[config.mk]
export PLATFORM = sky130hd
export DESIGN_NAME = alu_arbiter
export DESIGN_NICKNAME = d
export VERILOG_FILES = /design/src/rtl/alu_arbiter.sv
export SDC_FILE = /design/constraint.sdc
export NUM_CORES = 1
export LEC_CHECK = 0
export ABC_AREA = 1
export CAP_MARGIN = 5
export CORE_UTILIZATION = 25
export DETAILED_ROUTE_END_ITERATION = 10
export PLACE_DENSITY = 0.52
export REMOVE_ABC_BUFFERS = 1
export SLEW_MARGIN = 15
export SYNTH_ARGS = -nofsm -noshare
export SYNTH_HDL_FRONTEND = slang
export SYNTH_SLANG_ARGS = --single-unit
[constraint.sdc]
create_clock -name clk_i -period 1.8 [get_ports clk_i]
set_clock_uncertainty 0.1 [all_clocks]
set_input_delay 0.18 -clock clk_i [delete_from_list [all_inputs] [get_ports clk_i]]
set_output_delay 0.18 -clock clk_i [all_outputs]
set_load 0.05 [all_outputs]
[src/rtl/alu_arbiter.sv]
// rtl/alu_arbiter.sv - two-requester round-robin front end for a shared combinational ALU
//
// Purpose:
//    Grants one of two requesters access to an external combinational ALU,
//    holds the winning operation stable for one EXEC cycle, captures the ALU
//    result and presents it on a valid/ready response port.
//
// Ports:
//    clk_i, rst_i                   clock, asynchronous active-low reset
//    reqN_valid_i / reqN_ready_o    requester N handshake (N = 0, 1)
//    reqN_aluop_i, reqN_funct_i     requester N ALU control fields
//    reqN_src1_i, reqN_src2_i       requester N operands
//    alu_aluop_o, alu_funct_o       latched control fields to the ALU controller
//    alu_src1_o, alu_src2_o         latched operands to the ALU
//    alu_result_i, alu_zero_i       combinational ALU outputs
//    rsp_valid_o / rsp_ready_i      response handshake
//    rsp_id_o, rsp_result_o,        winning requester, captured result and zero flag
//    rsp_zero_o

module alu_arbiter #(
   parameter int DATA_W = 32
) (
   input  logic              clk_i,
   input  logic              rst_i,
   input  logic              req0_valid_i,
   output logic              req0_ready_o,
   input  logic [2:0]        req0_aluop_i,
   input  logic [5:0]        req0_funct_i,
   input  logic [DATA_W-1:0] req0_src1_i,
   input  logic [DATA_W-1:0] req0_src2_i,
   input  logic              req1_valid_i,
   output logic              req1_ready_o,
   input  logic [2:0]        req1_aluop_i,
   input  logic [5:0]        req1_funct_i,
   input  logic [DATA_W-1:0] req1_src1_i,
   input  logic [DATA_W-1:0] req1_src2_i,
   output logic [2:0]        alu_aluop_o,
   output logic [5:0]        alu_funct_o,
   output logic [DATA_W-1:0] alu_src1_o,
   output logic [DATA_W-1:0] alu_src2_o,
   input  logic [DATA_W-1:0] alu_result_i,
   input  logic              alu_zero_i,
   output logic              rsp_valid_o,
   input  logic              rsp_ready_i,
   output logic              rsp_id_o,
   output logic [DATA_W-1:0] rsp_result_o,
   output logic              rsp_zero_o
);

   localparam logic [1:0] S_IDLE = 2'd0;
   localparam logic [1:0] S_EXEC = 2'd1;
   localparam logic [1:0] S_RESP = 2'd2;

   logic [1:0]        r_state;
   logic              r_last_grant;
   logic [2:0]        r_aluop;
   logic [5:0]        r_funct;
   logic [DATA_W-1:0] r_src1;
   logic [DATA_W-1:0] r_src2;
   logic              r_id;
   logic [DATA_W-1:0] r_result;
   logic              r_zero;

   logic w_idle;
   logic w_grant0;
   logic w_grant1;
   logic w_xfer;

   // Reset forces r_state to IDLE, so the reset level itself must also gate
   // the grants; otherwise ready could rise while reset is still held.
   assign w_idle   = (r_state == S_IDLE) && rst_i;

   // A contested cycle goes to whichever requester did not win last time.
   assign w_grant0 = w_idle && req0_valid_i && (!req1_valid_i || r_last_grant);
   assign w_grant1 = w_idle && req1_valid_i && (!req0_valid_i || !r_last_grant);
   assign w_xfer   = w_grant0 || w_grant1;

   always_ff @(posedge clk_i or negedge rst_i) begin
      if (!rst_i) begin
         r_state      <= S_IDLE;
         r_last_grant <= 1'b1;
         r_aluop      <= '0;
         r_funct      <= '0;
         r_src1       <= '0;
         r_src2       <= '0;
         r_id         <= 1'b0;
         r_result     <= '0;
         r_zero       <= 1'b0;
      end else begin
         case (r_state)
            S_IDLE: begin
               if (w_xfer) begin
                  r_aluop      <= w_grant1 ? req1_aluop_i : req0_aluop_i;
                  r_funct      <= w_grant1 ? req1_funct_i : req0_funct_i;
                  r_src1       <= w_grant1 ? req1_src1_i  : req0_src1_i;
                  r_src2       <= w_grant1 ? req1_src2_i  : req0_src2_i;
                  r_id         <= w_grant1;
                  r_last_grant <= w_grant1;
                  r_state      <= S_EXEC;
               end
            end
            S_EXEC: begin
               // The ALU has had a full cycle of stable operands by now.
               r_result <= alu_result_i;
               r_zero   <= alu_zero_i;
               r_state  <= S_RESP;
            end
            S_RESP: begin
               if (rsp_ready_i) begin
                  r_state <= S_IDLE;
               end
            end
            default: begin
               r_state <= S_IDLE;
            end
         endcase
      end
   end

   assign req0_ready_o = w_grant0;
   assign req1_ready_o = w_grant1;

   assign alu_aluop_o  = r_aluop;
   assign alu_funct_o  = r_funct;
   assign alu_src1_o   = r_src1;
   assign alu_src2_o   = r_src2;

   assign rsp_valid_o  = (r_state == S_RESP);
   assign rsp_id_o     = r_id;
   assign rsp_result_o = r_result;
   assign rsp_zero_o   = r_zero;

endmodule

Word level (Yosys, flattened, before mapping)
Index checks and enable logic that the tools add are counted.

Eq/ne operators: 4. Reduce and logical (&&, ||, !) cells: 14. Muxes and demuxes: 7.

Operators with widths (count): $mux W32 (2); $mux W6 (1); $pmux W2 S3 (1); $logic_and A1 B1 Y1 (5); $mux W2 (2); $reduce_and A2 Y1 (2); $logic_not A1 Y1 (3); $logic_or A1 B1 Y1 (3); $mux W3 (1); $eq A2 B1 Y1 const B (1); $eq A2 B2 Y1 const B (1); $logic_not A2 Y1 (1); $ne A2 B1 Y1 const B (1); $ne A2 B2 Y1 const B (1).

Input bits: 184. Logic and storage cells: 34. Bits in registers: 110.

Depth between registers and ports, before layout
Depth in word-level cells: 7. Mapped depth: 8. Depth with buffers taken out: 6.

Worst setup path after synthesis
No wires, ideal clock.

Path kind: register to register. Start point: register r_last_grant. End point: register r_last_grant. Clock period less this slack: 1.529 ns. Cell stages (with the launch flop): 7. Required time: 1.603 ns. Arrival time: 1.332 ns. Slack: 0.271 ns. Cell sequence: dfstp_2 inv_1 nand2_1 nand4_1 buf_4 inv_1 o21ai_0.

Elaborated cells between the ends (all ways): 7.

RTL lines: from (decl) (line 55) `logic r_last_grant;`; from (signal assigned) (line 98) `r_last_grant <= w_grant1;`; $logic_or A1 B1 Y1 (line 74) `assign w_grant0 = w_idle && req0_valid_i && (!req1_valid_i || r_last_grant);`; $logic_and A1 B1 Y1 (line 74); via req0_ready_o (line 26) `output logic req0_ready_o,`; $logic_or A1 B1 Y1 (line 76) `assign w_xfer = w_grant0 || w_grant1;`; $reduce_and A2 Y1 (no line).

The timed path passes the listed nets, and every way through them passes these cells. A chain may end at the register's enable or synchronous reset.

Final worst setup path
Start point: register r_state[0]. End point: output req1_ready_o.

Word-level cells in the longest chain between the ends: 4.

Ends and longest elaborated chain: from (decl) (line 54) `logic [1:0] r_state;`; from (signal assigned) (line 80) `r_state <= S_IDLE;`; from (signal assigned) (line 99) `r_state <= S_EXEC;`; from (signal assigned) (line 106) `r_state <= S_RESP;`; $logic_not A2 Y1 (line 71) `assign w_idle = (r_state == S_IDLE) && rst_i;`; $logic_and A1 B1 Y1 (line 71); $logic_and A1 B1 Y1 (2 in a row) (line 75) `assign w_grant1 = w_idle && req1_valid_i && (!req0_valid_i || !r_last_grant);`; to (decl) (line 32) `output logic req1_ready_o,`.

No other way between the ends.

==> implementation parameters <==
Parameter                              Value

Logic synthesis
  Post-synth EDFFs    0
  Commonest cells in the synthesized netlist    nand2_1, nand3_1, dfrtp_1, inv_1, o21bai_1
  Fraction of post-synthesis cell area in the top cell type by area    0.4887
  Synth top area cells    dfrtp_1, nand3_1, nand2_1
  Synth Register Bits    110
  Predominant post-synthesis flop cell    dfrtp_1
  Average instance area after synthesis    8.548 sq um
  Number of warnings issued by yosys    0
  Share of synthesized registers carrying an async set or reset    1.000
  Number of distinct library cells after synthesis    18
  Number of standard cells after synthesis    653
  Post-synth top area cell    dfrtp_1
  Sequential share of the synthesized area    0.4934
  Most frequently used cell type in the post-synthesis netlist    nand2_1
  Syn Std Cell Area    0.005582 sq mm

Floorplanning
  Standard-cell row count    54
  Core outline area    0.02189 sq mm
  Overall die area    0.02293 sq mm
  I/O pin count    294
  Die Width    151.4 microns
  Initial Util    0.2550
  Height of the chip    151.4 microns

Detailed routing
  Count of routing violations after the opening detailed-route iteration    192
  Vias per Instance    4.427
  DRT Wirelength    19.63 mm
  Vias    5428
  Number of remaining DRC errors    0
  Average routed wire per standard cell    16.01 microns
  First-pass iteration count of the detailed router    4
  Post-route ant nets    0

Timing
  Total negative slack for setup checks    0 ps
  Share of the cycle needed by the critical path after routing    0.9923
  Final Slew Violations    0
  Max-slew headroom    0.6057
  Final Hold Vio Count    0
  Minimum clock period after layout    1786 ps
  RSZ-0062 raised after global routing    true
  Fmax    559.9 MHz
  Actual transition at the worst max-transition pin    591.4 ps
  Number of setup violations in the final report    0

Clocking
  Clock slew seen by the registers of the worst setup and hold paths    80 ps
  H-tree level count    3
  Clock tree root buffer cell    clkbuf_16
  Clock latency at the later pin of the worst-skew pair    350 ps
  Number of CTS-inserted buffers    9
  Clock tree from TritonCTS    yes
  Max Buffers Root-to-Sink    2
  Clk sink count    110

GRT
  Vias in the first global route    5325
  Overflow left after global routing    0
  Wire length of the first global-routing pass    29.41 mm
  Number of antenna violations at the first check in global routing    0
  Largest net degree at the start of global routing    107
  Global Route Usage Sum    0.1683

Worst setup path
  Required time of the critical path    1520 ps
  Category of the worst setup path launch point    register
  End of the worst register-to-register path    alu_src1_o[21]
  Kind of cell adding the most delay to the critical path    flip-flops
  Slack of the worst reg-to-reg path    140 ps
  Top fanout value on the critical path    10
  Worst-path cell chain    nor2_4 -> nand2_4 -> nor2_4 -> buf_12 -> buf_12
  Kind of end point of the critical path    output port
  Crit-path slowest cell    dfrtp_2
  Start point of the critical path    r_state[0]
  Worst path max stage delay    440 ps
  WP buf/inv    2
  Origin of the critical flop-to-flop path    r_state[0]
  Data arrival, critical path    1510 ps
  Number of cells on the worst reg-to-reg path    8
  Crit Path Class    register to output port

Power and ir drop
  Total power    15.97 mW
  Total power per unit cell area    1729 mW/mm^2
  Maximum ir drop on the vdd rail    0.0007839 V
  Leakage power summed over all cells    4.565 nW

Flow run
  Max_cap viols    0

Place
  Count of buffers inserted at the top-level ports    293
  Placed inst area    0.008802 sq mm
  Dpl hpwl    13.74 mm
  Gp weighted congestion    0.7194

Cells and area
  Layout Cell Area excl Fill    0.009234 sq mm
  Share of final-layout standard cells stronger than drive strength 1    0.1734
  Number of nets in the layout    1125
  Area Overhead vs Synth    65.43%
  Filler Cell Count    2211
  Number of antenna repair diodes    0

Run status
  Outcome    finished, final reports clean

Worst hold path
  Min-delay worst type    primary input to asynchronous set/reset pin
## through the flow
stage               utilization  setup WS (ps)  instances  hold WS, ps
global placement         0.4021         -13.09       1200       -74.08
detailed placement       0.4021         -43.99       1200       -74.38
global route             0.4218         -67.74       1226        235.2
CTS                      0.4162         -77.35       1219        250.1
floorplan                     -          -2232        602       -215.6
finish                   0.4218          13.94       1226        226.2
## worst register-to-register path, stage by stage (launching register included)
cell and delay (ps):
dfrtp_2 440, nor2_4 150, nand2_4 110, nor2_4 150, buf_4 170, inv_2 80, buf_12 180, nand3_1 120
nand2_1 60
## sequential cells by signal (all words and copies together), names as in the netlist
name          count
rsp_id_o          1
rsp_result_o     32
alu_aluop_o       3
alu_src2_o       32
rsp_zero_o        1
alu_funct_o       6
r_state           2
alu_src1_o       32
r_last_grant      1
## per-layer routing
layer | global-route usage | routed length, microns
met1 | 0.2034 | 8136
met2 | 0.2831 | 9202
met3 | 0.05392 | 1979
met4 | 0.05050 | 311
met5 | 0 | 0
## layout by cell type (no fill, tap or decap), types with 2 or more instances in the layout
cell type        instances
nand3_1                146
mux2_2                  33
o21bai_1                73
inv_2                    2
clkbuf_16               10
dlygate4sd2_1           22
nand2_4                  2
dlymetal6s2s_1          18
nor2_1                   2
inv_6                    2
buf_4                   90
buf_12                  13
nand2_1                153
clkinvlp_4               2
nor2_4                   2
clkdlybuf4s50_1        182
dfrtp_1                108
inv_1                   75
## kinds of logic after synthesis
family                 Yosys count  share of synthesized area
and+or+nand+nor                307                     0.2419
muxes                           33                    0.06658
AOI/OAI and AO/OA               75                     0.1007
buffers and inverters          128                    0.09751
DFF                            110                     0.4934
## layout make-up
cell class / count / area (sq um) / area share
timing repair buffer: 328 / 3222 / 0.3489
inverter: 77 / 289.0 / 0.03130
tap: 280 / 350.3 / 0.03794
clock inverter: 6 / 67.56 / 0.007317
sequential: 110 / 2755 / 0.2984
clock buffer: 10 / 239.0 / 0.02588
multi-input combinational: 415 / 2311 / 0.2503
## what timing repair did
| action | 4_1_cts | 5_1_grt |
|---|---|---|
| endpoints found under the hold margin | 110 | 0 |
| gates cloned | 0 | 1 |
| pin swaps | 3 | 4 |
| hold buffers | 1 | 0 |
| setup buffers | 2 | 6 |
| endpoints found under the setup margin | 24 | 43 |
| gates resized for setup | 23 | 22 |
## worst max-delay path by stage
stage,endpoint,slack (ps),depth (start not counted)
global route,req1_ready_o,-70,5
CTS,req1_ready_o,-80,5
global placement,alu_src2_o[5],-10,7
detailed placement,alu_src2_o[31],-40,7
floorplan,alu_aluop_o[0],-2230,6
finish,req1_ready_o,10,5
## power breakdown
part | total [mW] | leakage, nW | switching (mW) | internal (mW)
clock | 2.13 | 0.145 | 1.00 | 1.13
sequential | 4.28 | 1.34 | 0.622 | 3.66
combinational | 9.56 | 3.08 | 6.44 | 3.12
Note: power is estimated with default switching activity, not from simulation.
